--- src/rtl/mw_timer_pkg.sv ---
// Shared types and limits for the BCD countdown timer.
// Holds the FSM state enum, digit limits and the digit saturation helper.
package mw_timer_pkg;

  typedef enum logic [1:0] {
    ST_IDLE  = 2'd0,
    ST_RUN   = 2'd1,
    ST_PAUSE = 2'd2,
    ST_DONE  = 2'd3
  } state_t;

  localparam logic [3:0] DIGIT_MAX    = 4'd9;
  localparam logic [3:0] SEC_TENS_MAX = 4'd5;
  localparam int         PRESC_W      = 8;

  function automatic logic [3:0] sat_digit(
    input logic [3:0] d,
    input logic [3:0] max
  );
    return (d > max) ? max : d;
  endfunction

endpackage

--- src/rtl/countdown_timer_bcd_digit_down.sv ---
// One BCD down-counting digit with saturating load and borrow-out.
// Ports: clk, clr (sync zero), load/din, dec, q (digit), borrow.
import mw_timer_pkg::*;

module bcd_digit_down #(
  parameter logic [3:0] MODULUS = DIGIT_MAX
) (
  input  logic       clk,
  input  logic       clr,
  input  logic       load,
  input  logic [3:0] din,
  input  logic       dec,
  output logic [3:0] q,
  output logic       borrow
);

  // Borrow to the next digit when decrementing through zero.
  assign borrow = dec && (q == 4'd0);

  always_ff @(posedge clk) begin
    if (clr) begin
      q <= 4'd0;
    end else if (load) begin
      q <= sat_digit(din, MODULUS);
    end else if (dec) begin
      q <= (q == 4'd0) ? MODULUS : q - 4'd1;
    end
  end

endmodule

--- src/rtl/countdown_timer.sv ---
// MM:SS BCD countdown timer with load/start/stop/cancel control.
// Ports: clk, clear, tick, load + ld_* digits, start, stop, cancel; mt/mu/st/su, running, done.
import mw_timer_pkg::*;

module countdown_timer #(
  parameter int TICK_DIV = 1
) (
  input  logic       clk,
  input  logic       clear,
  input  logic       tick,
  input  logic       load,
  input  logic [3:0] ld_mt,
  input  logic [3:0] ld_mu,
  input  logic [3:0] ld_st,
  input  logic [3:0] ld_su,
  input  logic       start,
  input  logic       stop,
  input  logic       cancel,
  output logic [3:0] mt,
  output logic [3:0] mu,
  output logic [3:0] st,
  output logic [3:0] su,
  output logic       running,
  output logic       done
);

  localparam logic [PRESC_W-1:0] DIV_LAST =
    PRESC_W'(TICK_DIV - 1);

  state_t state, state_nxt;
  logic [PRESC_W-1:0] presc, presc_nxt;
  logic done_nxt;
  logic dig_clr, dig_load, dig_dec;
  logic clr_all;
  logic is_zero, is_one;
  logic b_su, b_st, b_mu, b_mt;

  assign is_zero = (mt == 4'd0) && (mu == 4'd0)
                && (st == 4'd0) && (su == 4'd0);
  assign is_one  = (mt == 4'd0) && (mu == 4'd0)
                && (st == 4'd0) && (su == 4'd1);

  // A borrow out of the top digit would wrap to 99:59;
  // floor the count at 00:00 instead.
  assign clr_all = clear | dig_clr | b_mt;

  assign running = (state == ST_RUN);

  always_comb begin
    state_nxt = state;
    presc_nxt = presc;
    done_nxt  = 1'b0;
    dig_clr   = 1'b0;
    dig_load  = 1'b0;
    dig_dec   = 1'b0;
    if (cancel) begin
      state_nxt = ST_IDLE;
      presc_nxt = '0;
      dig_clr   = 1'b1;
    end else begin
      unique case (state)
        ST_RUN: begin
          if (stop) begin
            state_nxt = ST_PAUSE;
          end else if (tick) begin
            if (presc == DIV_LAST) begin
              presc_nxt = '0;
              dig_dec   = !is_zero;
              if (is_one) begin
                state_nxt = ST_DONE;
                done_nxt  = 1'b1;
              end
            end else begin
              presc_nxt = presc + 1'b1;
            end
          end
        end
        ST_IDLE, ST_PAUSE: begin
          if (start && !is_zero) begin
            state_nxt = ST_RUN;
            // Resume keeps the partial second; fresh start does not.
            if (state == ST_IDLE) presc_nxt = '0;
          end else if (load) begin
            dig_load  = 1'b1;
            state_nxt = ST_IDLE;
          end
        end
        ST_DONE: begin
          if (load) begin
            dig_load  = 1'b1;
            state_nxt = ST_IDLE;
          end
        end
        default: state_nxt = ST_IDLE;
      endcase
    end
  end

  always_ff @(posedge clk) begin
    if (clear) begin
      state <= ST_IDLE;
      presc <= '0;
      done  <= 1'b0;
    end else begin
      state <= state_nxt;
      presc <= presc_nxt;
      done  <= done_nxt;
    end
  end

  bcd_digit_down #(.MODULUS(DIGIT_MAX)) u_su (
    .clk    (clk),
    .clr    (clr_all),
    .load   (dig_load),
    .din    (ld_su),
    .dec    (dig_dec),
    .q      (su),
    .borrow (b_su)
  );

  bcd_digit_down #(.MODULUS(SEC_TENS_MAX)) u_st (
    .clk    (clk),
    .clr    (clr_all),
    .load   (dig_load),
    .din    (ld_st),
    .dec    (b_su),
    .q      (st),
    .borrow (b_st)
  );

  bcd_digit_down #(.MODULUS(DIGIT_MAX)) u_mu (
    .clk    (clk),
    .clr    (clr_all),
    .load   (dig_load),
    .din    (ld_mu),
    .dec    (b_st),
    .q      (mu),
    .borrow (b_mu)
  );

  bcd_digit_down #(.MODULUS(DIGIT_MAX)) u_mt (
    .clk    (clk),
    .clr    (clr_all),
    .load   (dig_load),
    .din    (ld_mt),
    .dec    (b_mu),
    .q      (mt),
    .borrow (b_mt)
  );

endmodule

--- config.mk ---
export PLATFORM = sky130hd
export DESIGN_NAME = countdown_timer
export DESIGN_NICKNAME = d
export VERILOG_FILES = /design/src/rtl/mw_timer_pkg.sv /design/src/rtl/countdown_timer_bcd_digit_down.sv /design/src/rtl/countdown_timer.sv
export SDC_FILE = /design/constraint.sdc
export NUM_CORES = 1
export LEC_CHECK = 0
export CORE_MARGIN = 10
export CORE_UTILIZATION = 45
export CTS_BUF_LIST = sky130_fd_sc_hd__clkbuf_4
export DETAILED_ROUTE_END_ITERATION = 8
export GPL_ROUTABILITY_DRIVEN = 0
export PLACE_DENSITY_LB_ADDON = 0.15
export SLEW_MARGIN = 30
export SYNTH_ARGS = -nofsm -noshare
export SYNTH_HDL_FRONTEND = slang
export SYNTH_SLANG_ARGS = --single-unit
--- constraint.sdc ---
create_clock -name clk -period 3.25 [get_ports clk]
set_input_delay 0.8125 -clock clk [delete_from_list [all_inputs] [get_ports clk]]
set_output_delay 0.8125 -clock clk [all_outputs]
set_load 0.03 [all_outputs]
# Word-level counts from Yosys, hierarchy flattened
# Index checks and enable logic that the tools add are counted.
totals:
  ff_bits: 27
  input_bits: 23
  out_inout_bits: 18
  elab_cells: 98
classes:
  n_addsub: 5
  magnitude_cmp: 4
  n_eq_ne: 11
  mux: 40
  bitwise: 5
  n_reduce_logical: 26
ops:
  columns: ["cell", "n"]
  rows:
  - ["$mux 4", 16]
  - ["$mux 8", 5]
  - ["$logic_not 4->1", 4]
  - ["$pmux 8 s2", 1]
  - ["$sub 4x1->4 const B", 4]
  - ["$gt 4x4->1 const B", 3]
  - ["$mux 2", 6]
  - ["$mux 1", 10]
  - ["$reduce_bool 2->1", 5]
  - ["$logic_and 1x1->1", 9]
  - ["$add 8x1->8 const B", 1]
  - ["$logic_not 8->1", 1]
  - ["$ne 2x2->1 const B", 4]
  - ["$ne 3x2->1 const B", 2]
  - ["$pmux 2 s3", 1]
  - ["$reduce_or 6->1", 1]
  - ["$reduce_and 5->1", 1]
  - ["$eq 2x2->1 const B", 2]
  - ["$eq 4x1->1 const B", 1]
  - ["$gt 4x3->1 const B", 1]
  - ["$reduce_or 2->1", 2]
  - ["$ne 3x3->1 const B", 1]
  - ["$not 1->1", 3]
  - ["$reduce_and 3->1", 1]
  - ["other kinds (5)", 6]

# Depth between registers and ports, before layout
# Gate-level depths: netlist of the first run.
depth:
  word_depth: 15
  mapped_depth: 8
  depth_no_buf: 7

# By module
# From an unflattened synthesis of the first run, not the netlist that was laid out.
hier_totals:
  cells_unflattened: 186
  area_unflattened_um2: 1662.8
by_module_without_submodules:
  columns: ["mod", "instances", "cells_each", "area_per_inst_um2", "seq_area_each_um2"]
  rows:
  - ["countdown_timer", 1, 87, 829.5, 220.2]
  - ["bcd_digit_down at u_mt ...", 3, 26, 211.5, 80.1]
  - ["bcd_digit_down at u_st", 1, 21, 198.9, 80.1]

# Worst setup path after synthesis of the first run
# OpenSTA, ideal clock, no wires.
synth_timing:
  path_kind: "input to register"
  startpoint: "input port stop"
  endpoint: "register u_mt.q[2]"
  setup_time_ns: 0.118
  arrival_time_ns: 1.951
  t_required_ns: 3.132
  setup_slack_ns: 1.181
  stages: 6
  n_path_buf: 1
  path_cell_list: "and4bb_1 > nand4b_2 > buf_6 > o41ai_1 > o31a_1 > o21ai_1"
synth_between:
  elab_chain_cells: 8
  elab_cells_between_ends: 9
  classes_between: "mux (3); bitwise (1); reduce/logical (5)"
synth_rtl:
  columns: ["element", "line", "text"]
  rows:
  - ["start, declared", "countdown_timer.sv:17", "input logic stop,"]
  - ["$mux 1 (*)", "countdown_timer.sv:63", "if (stop) begin"]
  - ["$mux 1 (*)", "countdown_timer.sv:61", "unique case (state)"]
  - ["$mux 1 (*)", "countdown_timer.sv:56", "if (cancel) begin"]
  - ["$logic_and 1x1->1 (*) (3 in series)", "countdown_timer_bcd_digit_down.sv:18", "assign borrow = dec && (q == 4'd0);"]
  - ["$logic_and 1x1->1", "countdown_timer_bcd_digit_down.sv:18", null]
  - ["$or 1x1->1", "countdown_timer.sv:45", "assign clr_all = clear | dig_clr | b_mt;"]
  - ["end signal, assigned", "countdown_timer_bcd_digit_down.sv:24", "q <= sat_digit(din, MODULUS);"]
  - ["end signal, assigned", "countdown_timer_bcd_digit_down.sv:26", "q <= (q == 4'd0) ? MODULUS : q - 4'd1;"]
  - ["end, declared", "countdown_timer_bcd_digit_down.sv:13", "output logic [3:0] q,"]
# Mark *: on every way between the ends. The rest lies on a longest branch, timed or not.
# A chain may end at the register's enable or synchronous reset.

# Worst setup path in the final report of the first run
layout_timing:
  startpoint: "register state[0]"
  endpoint: "output port running"
layout_between:
  elab_chain_cells: 1
layout_rtl:
  columns: ["element", "line", "text"]
  rows:
  - ["start, declared", "countdown_timer.sv:30", "state_t state, state_nxt;"]
  - ["start signal, assigned", "countdown_timer.sv:105", "state <= state_nxt;"]
  - ["$eq 2x1->1", "countdown_timer.sv:47", "assign running = (state == ST_RUN);"]
  - ["end, declared", "countdown_timer.sv:23", "output logic running,"]
# No other way between the ends.

==> insert_results.sql, run 1 <==
INSERT INTO impl_metrics (metric_group, metric, value, unit) VALUES
('setup_path', 'crit_fanout', '10', ''),
('yosys', 'yosysUniqueCellTypes', '57', ''),
('global_routing', 'largest_net_degree_at_the_start_of_global_routing', '17', ''),
('timing', 'timing_worst_slew_pin_value', '679', 'ps'),
('setup_path', 'setup.worst_path.class', 'reg -> out', ''),
('die', 'total_die_area', '6410', 'um2'),
('clock_tree', 'library_cell_used_as_clock_root_buffer', 'sky130_fd_sc_hd__clkbuf_4', ''),
('timing', 'max-slew-margin-rel', '0.548', ''),
('finish', 'total_non_filler_cell_area_in_the_finished_layout', '2070', 'um2'),
('timing', 'min_hold_slack', '507', 'ps'),
('finish', 'layout-drive-gt1-share', '0.0897', ''),
('finish', 'instances_no_fill', '269', ''),
('routing', 'dr.first_iter.drc_count', '65', ''),
('yosys', 'mappedNetlistNets', '211', ''),
('setup_path', 'critPathCaptureType', 'output port', ''),
('die', 'die_w', '80.1', 'um'),
('setup_path', 'critical_path_required', '2440', 'ps'),
('timing', 'max_clock_freq', '0.386', 'GHz'),
('finish', 'finish.utilization', '0.607', ''),
('timing', 'rsz_0062_raised_after_global_routing', 'no', ''),
('clock_tree', 'cts_repair_resize_count', '0', ''),
('clock_tree', 'cts_post_setup_buffers_inserted', '0', ''),
('setup_path', 'reg_to_reg_slack_setup', '1110', 'ps'),
('clock_tree', 'clk_latency', '330', 'ps'),
('global_routing', 'top_usage_layer', 'met2', ''),
('clock_tree', 'htree_levels', '1', ''),
('finish', 'layout_commonest_cell', 'sky130_fd_sc_hd__clkdlybuf4s50_1', ''),
('die', 'design.core.area', '3420', 'um2'),
('finish', 'antennaDiodeCount', '0', ''),
('global_routing', 'grt_util_met2', '0.215', ''),
('timing', 'share_of_the_cycle_needed_by_the_critical_path_after_routing', '0.797', ''),
('outcome', 'run_status', 'finished, final reports clean', ''),
('yosys', 'synth.cell_area', '1620', 'um2'),
('routing', 'ant_nets', '0', ''),
('routing', 'drtPass1Iterations', '4', ''),
('finish', 'final_cell_mix', 'sky130_fd_sc_hd__clkdlybuf4s50_1 (40), sky130_fd_sc_hd__dfxtp_1 (27), sky130_fd_sc_hd__nand3_1 (12)', ''),
('placement', 'post-dp-hpwl', '3.39', 'mm'),
('timing', 'finalSetupTns', '0', 'ps'),
('timing', 'finClkSkew', '17.6', 'ps'),
('clock_tree', 'clock_sinks', '27', ''),
('global_routing', 'grt_pass1_wl', '7.08', 'mm'),
('setup_path', 'worst_r2r_path_depth', '5', ''),
('clock_tree', 'holdBufCountCts', '0', ''),
('setup_path', 'crit_path_end', 'running', ''),
('routing', 'detail_route.vias_per_cell', '5.93', ''),
('global_routing', 'global_route.usage.met1', '0.165', ''),
('clock_tree', 'numCtsBuffers', '3', ''),
('global_routing', 'number_of_antenna_violations_at_the_first_check_in_global_routing', '0', ''),
('setup_path', 'critPathLaunchType', 'flip-flop', ''),
('worst_hold_path', 'start_point_of_the_worst_min_delay_path', 'presc[1]', ''),
('placement', 'detailed_place.area', '2050', 'um2'),
('yosys', 'synth_seq_cells', '27', ''),
('yosys', 'netlist_instances', '186', ''),
('routing', 'routed_wl', '4.47', 'mm'),
('finish', 'num-fill-cells', '314', ''),
('routing', 'detail_route.drc_violations', '0', ''),
('worst_hold_path', 'hold_path.class', 'reg -> reg', ''),
('setup_path', 'r2r_end', 'u_st.q[0]', ''),
('clock_tree', 'clockBufferDepth', '2', ''),
('yosys', 'yosys_warnings', '0', ''),
('global_routing', 'grt_pass1_vias', '1513', ''),
('global_routing', 'groute.layer.met3.usage', '0.0445', ''),
('power', 'power-per-cell-area', '306', 'nW/um2'),
('placement', 'io_buffers', '40', ''),
('yosys', 'synth_edf_count', '0', ''),
('power', 'cellLeakagePower', '0.692', 'nW'),
('timing', 'setup_viols_final', '0', ''),
('setup_path', 'signal_arrival_time_at_the_worst_endpoint', '1780', 'ps'),
('power', 'vdd_ir_drop_max', '0.176', 'mV'),
('finish', 'finalNetCount', '249', ''),
('yosys', 'post_synth.cell_area_avg', '8.73', 'um2');
-- sequential cells by signal, indices dropped and copies added (netlist names) --
signal / cells
done: 1
u_mu.q: 4
presc: 8
u_mt.q: 4
u_su.q: 4
state: 2
u_st.q: 4
-- per-layer routing --
metal | wire, um | vias to the layer above | share of wire
met3 | 425 | 6 | 0.095
met5 | 0 | - | 0
li1 | - | 795 | -
met1 | 2030 | 740 | 0.45
met4 | 56 | 0 | 0.013
met2 | 1960 | 54 | 0.44
-- critical path, cell delays in order, from the launching register on --
cell and delay, ps:
sky130_fd_sc_hd__dfxtp_1 540, sky130_fd_sc_hd__nor2b_1 220, sky130_fd_sc_hd__clkdlybuf4s50_1 690
-- cells in the mapped netlist, types with 3 or more instances --
library cell,number,area [um2]
sky130_fd_sc_hd__a21oi_1,8,40.0
sky130_fd_sc_hd__a311oi_1,6,52.6
sky130_fd_sc_hd__a31oi_1,3,18.8
sky130_fd_sc_hd__and2_1,3,18.8
sky130_fd_sc_hd__and3_1,3,18.8
sky130_fd_sc_hd__clkbuf_1,3,11.3
sky130_fd_sc_hd__dfxtp_1,27,541
sky130_fd_sc_hd__inv_1,3,11.3
sky130_fd_sc_hd__mux2i_1,5,50.1
sky130_fd_sc_hd__nand2_1,11,41.3
sky130_fd_sc_hd__nand2b_1,7,43.8
sky130_fd_sc_hd__nand3_1,12,60.1
sky130_fd_sc_hd__nand3b_1,7,52.6
sky130_fd_sc_hd__nor2_1,10,37.5
sky130_fd_sc_hd__nor2b_1,3,18.8
sky130_fd_sc_hd__nor3_1,9,45.0
sky130_fd_sc_hd__nor4_2,4,50.1
sky130_fd_sc_hd__o21ai_0,8,40.0
sky130_fd_sc_hd__o21ai_1,3,15.0
sky130_fd_sc_hd__o31ai_1,4,30.0
-- layout make-up --
cell class,count,area [um2],share of cell area
clock inverter,1,5.00,0.00241
multi-input combinational,148,1030,0.496
tap,46,57.6,0.0278
timing repair buffer,41,408,0.197
sequential,27,541,0.261
inverter,3,11.3,0.00543
clock buffer,3,22.5,0.0109
-- power by group --
part / internal [W] / switching (W) / total, W
registers: 0.000337 / 0.00000996 / 0.000347
clock network: 0.0000462 / 0.000104 / 0.000150
logic: 0.0000611 / 0.0000761 / 0.000137
-- metrics by stage --
stage	power, W	setup slack (ps)
3_3_place_gp	0.000487	500
3_5_place_dp	0.000490	439
5_1_grt	0.000662	583
2_1_floorplan	0.000431	1180
4_1_cts	0.000637	657
6_report	0.000635	661
-- worst min-delay path by stage --
stage / endpoint / slack, ps / cells after the start
after floorplan: presc[1] / 460 / 2
after global placement: presc[1] / 480 / 2
after detailed placement: presc[1] / 490 / 2
after CTS: presc[1] / 510 / 2
after global routing: presc[1] / 540 / 2
final: presc[1] / 510 / 2
-- cell families after synthesis --
group / after synthesis / share of synthesized area
flip-flops: 27 / 0.333
buffers and inverters: 11 / 0.0339
adder cells (fa/ha/maj): 2 / 0.0154
AO/OA/AOI/OAI: 51 / 0.227
XOR/XNOR: 1 / 0.00539
multiplexers: 5 / 0.0308
AND/OR/NAND/NOR: 89 / 0.354
Power figures use the tool's default switching activity.
==> run 2, diff against run 1 <==
==> constraint.sdc (replaced) <==
create_clock -name clk -period 2.3 [get_ports clk]
set_input_delay 0.575 -clock clk [delete_from_list [all_inputs] [get_ports clk]]
set_output_delay 0.575 -clock clk [all_outputs]
set_load 0.03 [all_outputs]
==> run 2 against run 1 <==
Compared with the run above:
- register-to-register slack got worse by 840 ps
- non-clock buffer count is 15 higher
- routed wire length rose by 1.1%
- critical path depth did not move
- setup slack got worse by 540 ps
- power increased by 47%
- die area unchanged
- first-iteration DRC count increased by 46%
- clock skew decreased by 13 ps
- worst hold slack gained 3.9 ps
- core utilization increased by 3.4 points
==> insert_results.sql, run 2 (synthesis gave the netlist of run 1 again) <==
INSERT INTO impl_metrics (metric_group, metric, value, unit) VALUES
('routing', 'vias', '1658', ''),
('die', 'ioPinCount', '41', ''),
('clock_tree', 'clock_transition_at_the_registers_of_the_reported_paths', '150', 'ps'),
('die', 'total_die_area', '6410', 'um2'),
('timing', 'postLayoutSetupSlackWorst', '126', 'ps'),
('finish', 'largest_register_ffs', '8', ''),
('job', 'cap_viol_max_count', '0', ''),
('setup_path', 'setup.worst_path.class', 'reg -> out', ''),
('routing', 'dr.first_iter.drc_count', '95', ''),
('power', 'cellLeakagePower', '0.764', 'nW'),
('timing', 'final_number_of_max_transition_violations', '0', ''),
('timing', 'share_of_the_cycle_needed_by_the_critical_path_after_routing', '0.945', ''),
('worst_hold_path', 'start_point_of_the_worst_min_delay_path', 'presc[1]', ''),
('timing', 'setup_viols_final', '0', ''),
('routing', 'detail_route.drc_violations', '0', ''),
('setup_path', 'critPathCaptureType', 'output port', ''),
('routing', 'detail_route.wl_per_cell', '15.9', 'um'),
('power', 'vdd_ir_drop_max', '0.205', 'mV'),
('placement', 'post_place_setup_slack', '-73.2', 'ps'),
('clock_tree', 'clk_latency', '320', 'ps'),
('global_routing', 'grt_pass1_vias', '1654', ''),
('timing', 'time_the_worst_path_needs_with_i_o_delays_and_setup', '2170', 'ps'),
('timing', 'timing_worst_slew_pin_value', '456', 'ps'),
('outcome', 'run_status', 'finished, final reports clean', ''),
('setup_path', 'critPathLaunchType', 'flip-flop', ''),
('finish', 'layout-drive-gt1-share', '0.147', ''),
('setup_path', 'signal_arrival_time_at_the_worst_endpoint', '1600', 'ps'),
('die', 'die_height', '80.1', 'um'),
('setup_path', 'reg_to_reg_slack_setup', '270', 'ps'),
('clock_tree', 'numCtsBuffers', '3', ''),
('setup_path', 'worstSetupStartpoint', 'state[1]', ''),
('timing', 'max-slew-margin-rel', '0.693', ''),
('routing', 'ant_nets', '0', ''),
('clock_tree', 'library_cell_used_as_clock_root_buffer', 'sky130_fd_sc_hd__clkbuf_4', ''),
('routing', 'routed_wl', '4.52', 'mm'),
('setup_path', 'crit_fanout', '7', ''),
('finish', 'layout_commonest_cell', 'sky130_fd_sc_hd__clkdlybuf4s50_1', ''),
('timing', 'finClkSkew', '4.66', 'ps'),
('global_routing', 'largest_net_degree_at_the_start_of_global_routing', '15', ''),
('clock_tree', 'holdBufCountCts', '0', ''),
('finish', 'layout-area-overhead-vs-synth', '34.7', '%'),
('placement', 'io_buffers', '40', ''),
('finish', 'final_cell_mix', 'sky130_fd_sc_hd__clkdlybuf4s50_1 (40), sky130_fd_sc_hd__dfxtp_1 (27), sky130_fd_sc_hd__buf_4 (16)', ''),
('worst_hold_path', 'hold_path.class', 'reg -> reg', ''),
('die', 'die_w', '80.1', 'um'),
('setup_path', 'critical_path_required', '1730', 'ps'),
('placement', 'post-dp-hpwl', '3.56', 'mm'),
('timing', 'max_clock_freq', '0.460', 'GHz'),
('clock_tree', 'cts_repair_resize_count', '0', ''),
('routing', 'detail_route.vias_per_cell', '5.84', ''),
('die', 'design.core.area', '3420', 'um2'),
('clock_tree', 'cts_post_setup_buffers_inserted', '0', ''),
('timing', 'rsz_0062_raised_after_global_routing', 'no', ''),
('clock_tree', 'clockBufferDepth', '2', ''),
('finish', 'finish.utilization', '0.641', ''),
('routing', 'drtPass1Iterations', '4', ''),
('finish', 'registers.top_by_ff_count', 'presc', ''),
('setup_path', 'worstReg2RegStart', 'u_mt.q[1]', ''),
('global_routing', 'number_of_antenna_violations_at_the_first_check_in_global_routing', '0', ''),
('die', 'floorplan.initialDensity', '0.475', ''),
('die', 'num_rows', '21', ''),
('clock_tree', 'cts_tree', 'yes', ''),
('timing', 'timing_hold_violations_final', '0', ''),
('finish', 'antennaDiodeCount', '0', ''),
('global_routing', 'globalRouteOverflowTotal', '0', ''),
('clock_tree', 'htree_levels', '1', ''),
('global_routing', 'globalRouteTotalUtil', '0.143', ''),
('clock_tree', 'clock_sinks', '27', ''),
('finish', 'finalNetCount', '264', ''),
('power', 'power-per-cell-area', '425', 'nW/um2'),
('global_routing', 'grt_pass1_wl', '7.61', 'mm');
[run 2: cell count changes in the layout (fill, tap and decap cells not counted)]
cell                       previous run  this run
sky130_fd_sc_hd__clkbuf_4             3         4
sky130_fd_sc_hd__clkinv_2             1         0
sky130_fd_sc_hd__buf_4                1        16
[run 2: routing by layer]
metal	global-route usage	up-vias	routed length (um)
met2	0.233	42	2080
met5	0	-	0
met3	0.0445	4	380
met4	0.0387	0	40
li1	-	830	-
met1	0.176	782	2020
[run 2: critical path: stages, from the launching register on]
cell                              delay, ps
sky130_fd_sc_hd__dfxtp_1                400
sky130_fd_sc_hd__nor2b_1                180
sky130_fd_sc_hd__clkdlybuf4s50_1        700
[run 2: final timing paths]
path,endpoint,depth (start not counted)
worst min-delay path,presc[1],2
worst min register to register,presc[1],2
worst max-delay path,running,2
worst max register to register,u_st.q[0],5
[run 2: final cells by class]
cell class	instances	area [um2]
timing repair buffer	56	520
sequential	27	541
tap	46	57.6
clock buffer	4	30.0
multi-input combinational	148	1030
inverter	3	11.3
fill	300	1230
[run 2: through the flow]
stage | area, um2 | power, W | hold slack, ps | TNS [ps] | std cells
floorplan | 1620 | 0.000609 | 460 | 0 | 186
global placement | 2160 | 0.000711 | 479 | -16.4 | 280
detailed placement | 2160 | 0.000715 | 496 | -129 | 280
CTS | 2190 | 0.000938 | 515 | 0 | 284
global route | 2190 | 0.000977 | 539 | 0 | 284
finish | 2190 | 0.000931 | 511 | 0 | 284
[run 2: power by group]
| group | switching [W] | total, W | leakage, nW | internal, W |
|---|---|---|---|---|
| clock | 0.000144 | 0.000224 | 0.0184 | 0.0000797 |
| combinational | 0.000115 | 0.000220 | 0.528 | 0.000105 |
| sequential | 0.0000114 | 0.000487 | 0.218 | 0.000476 |
| total | 0.000270 | 0.000931 | 0.764 | 0.000661 |
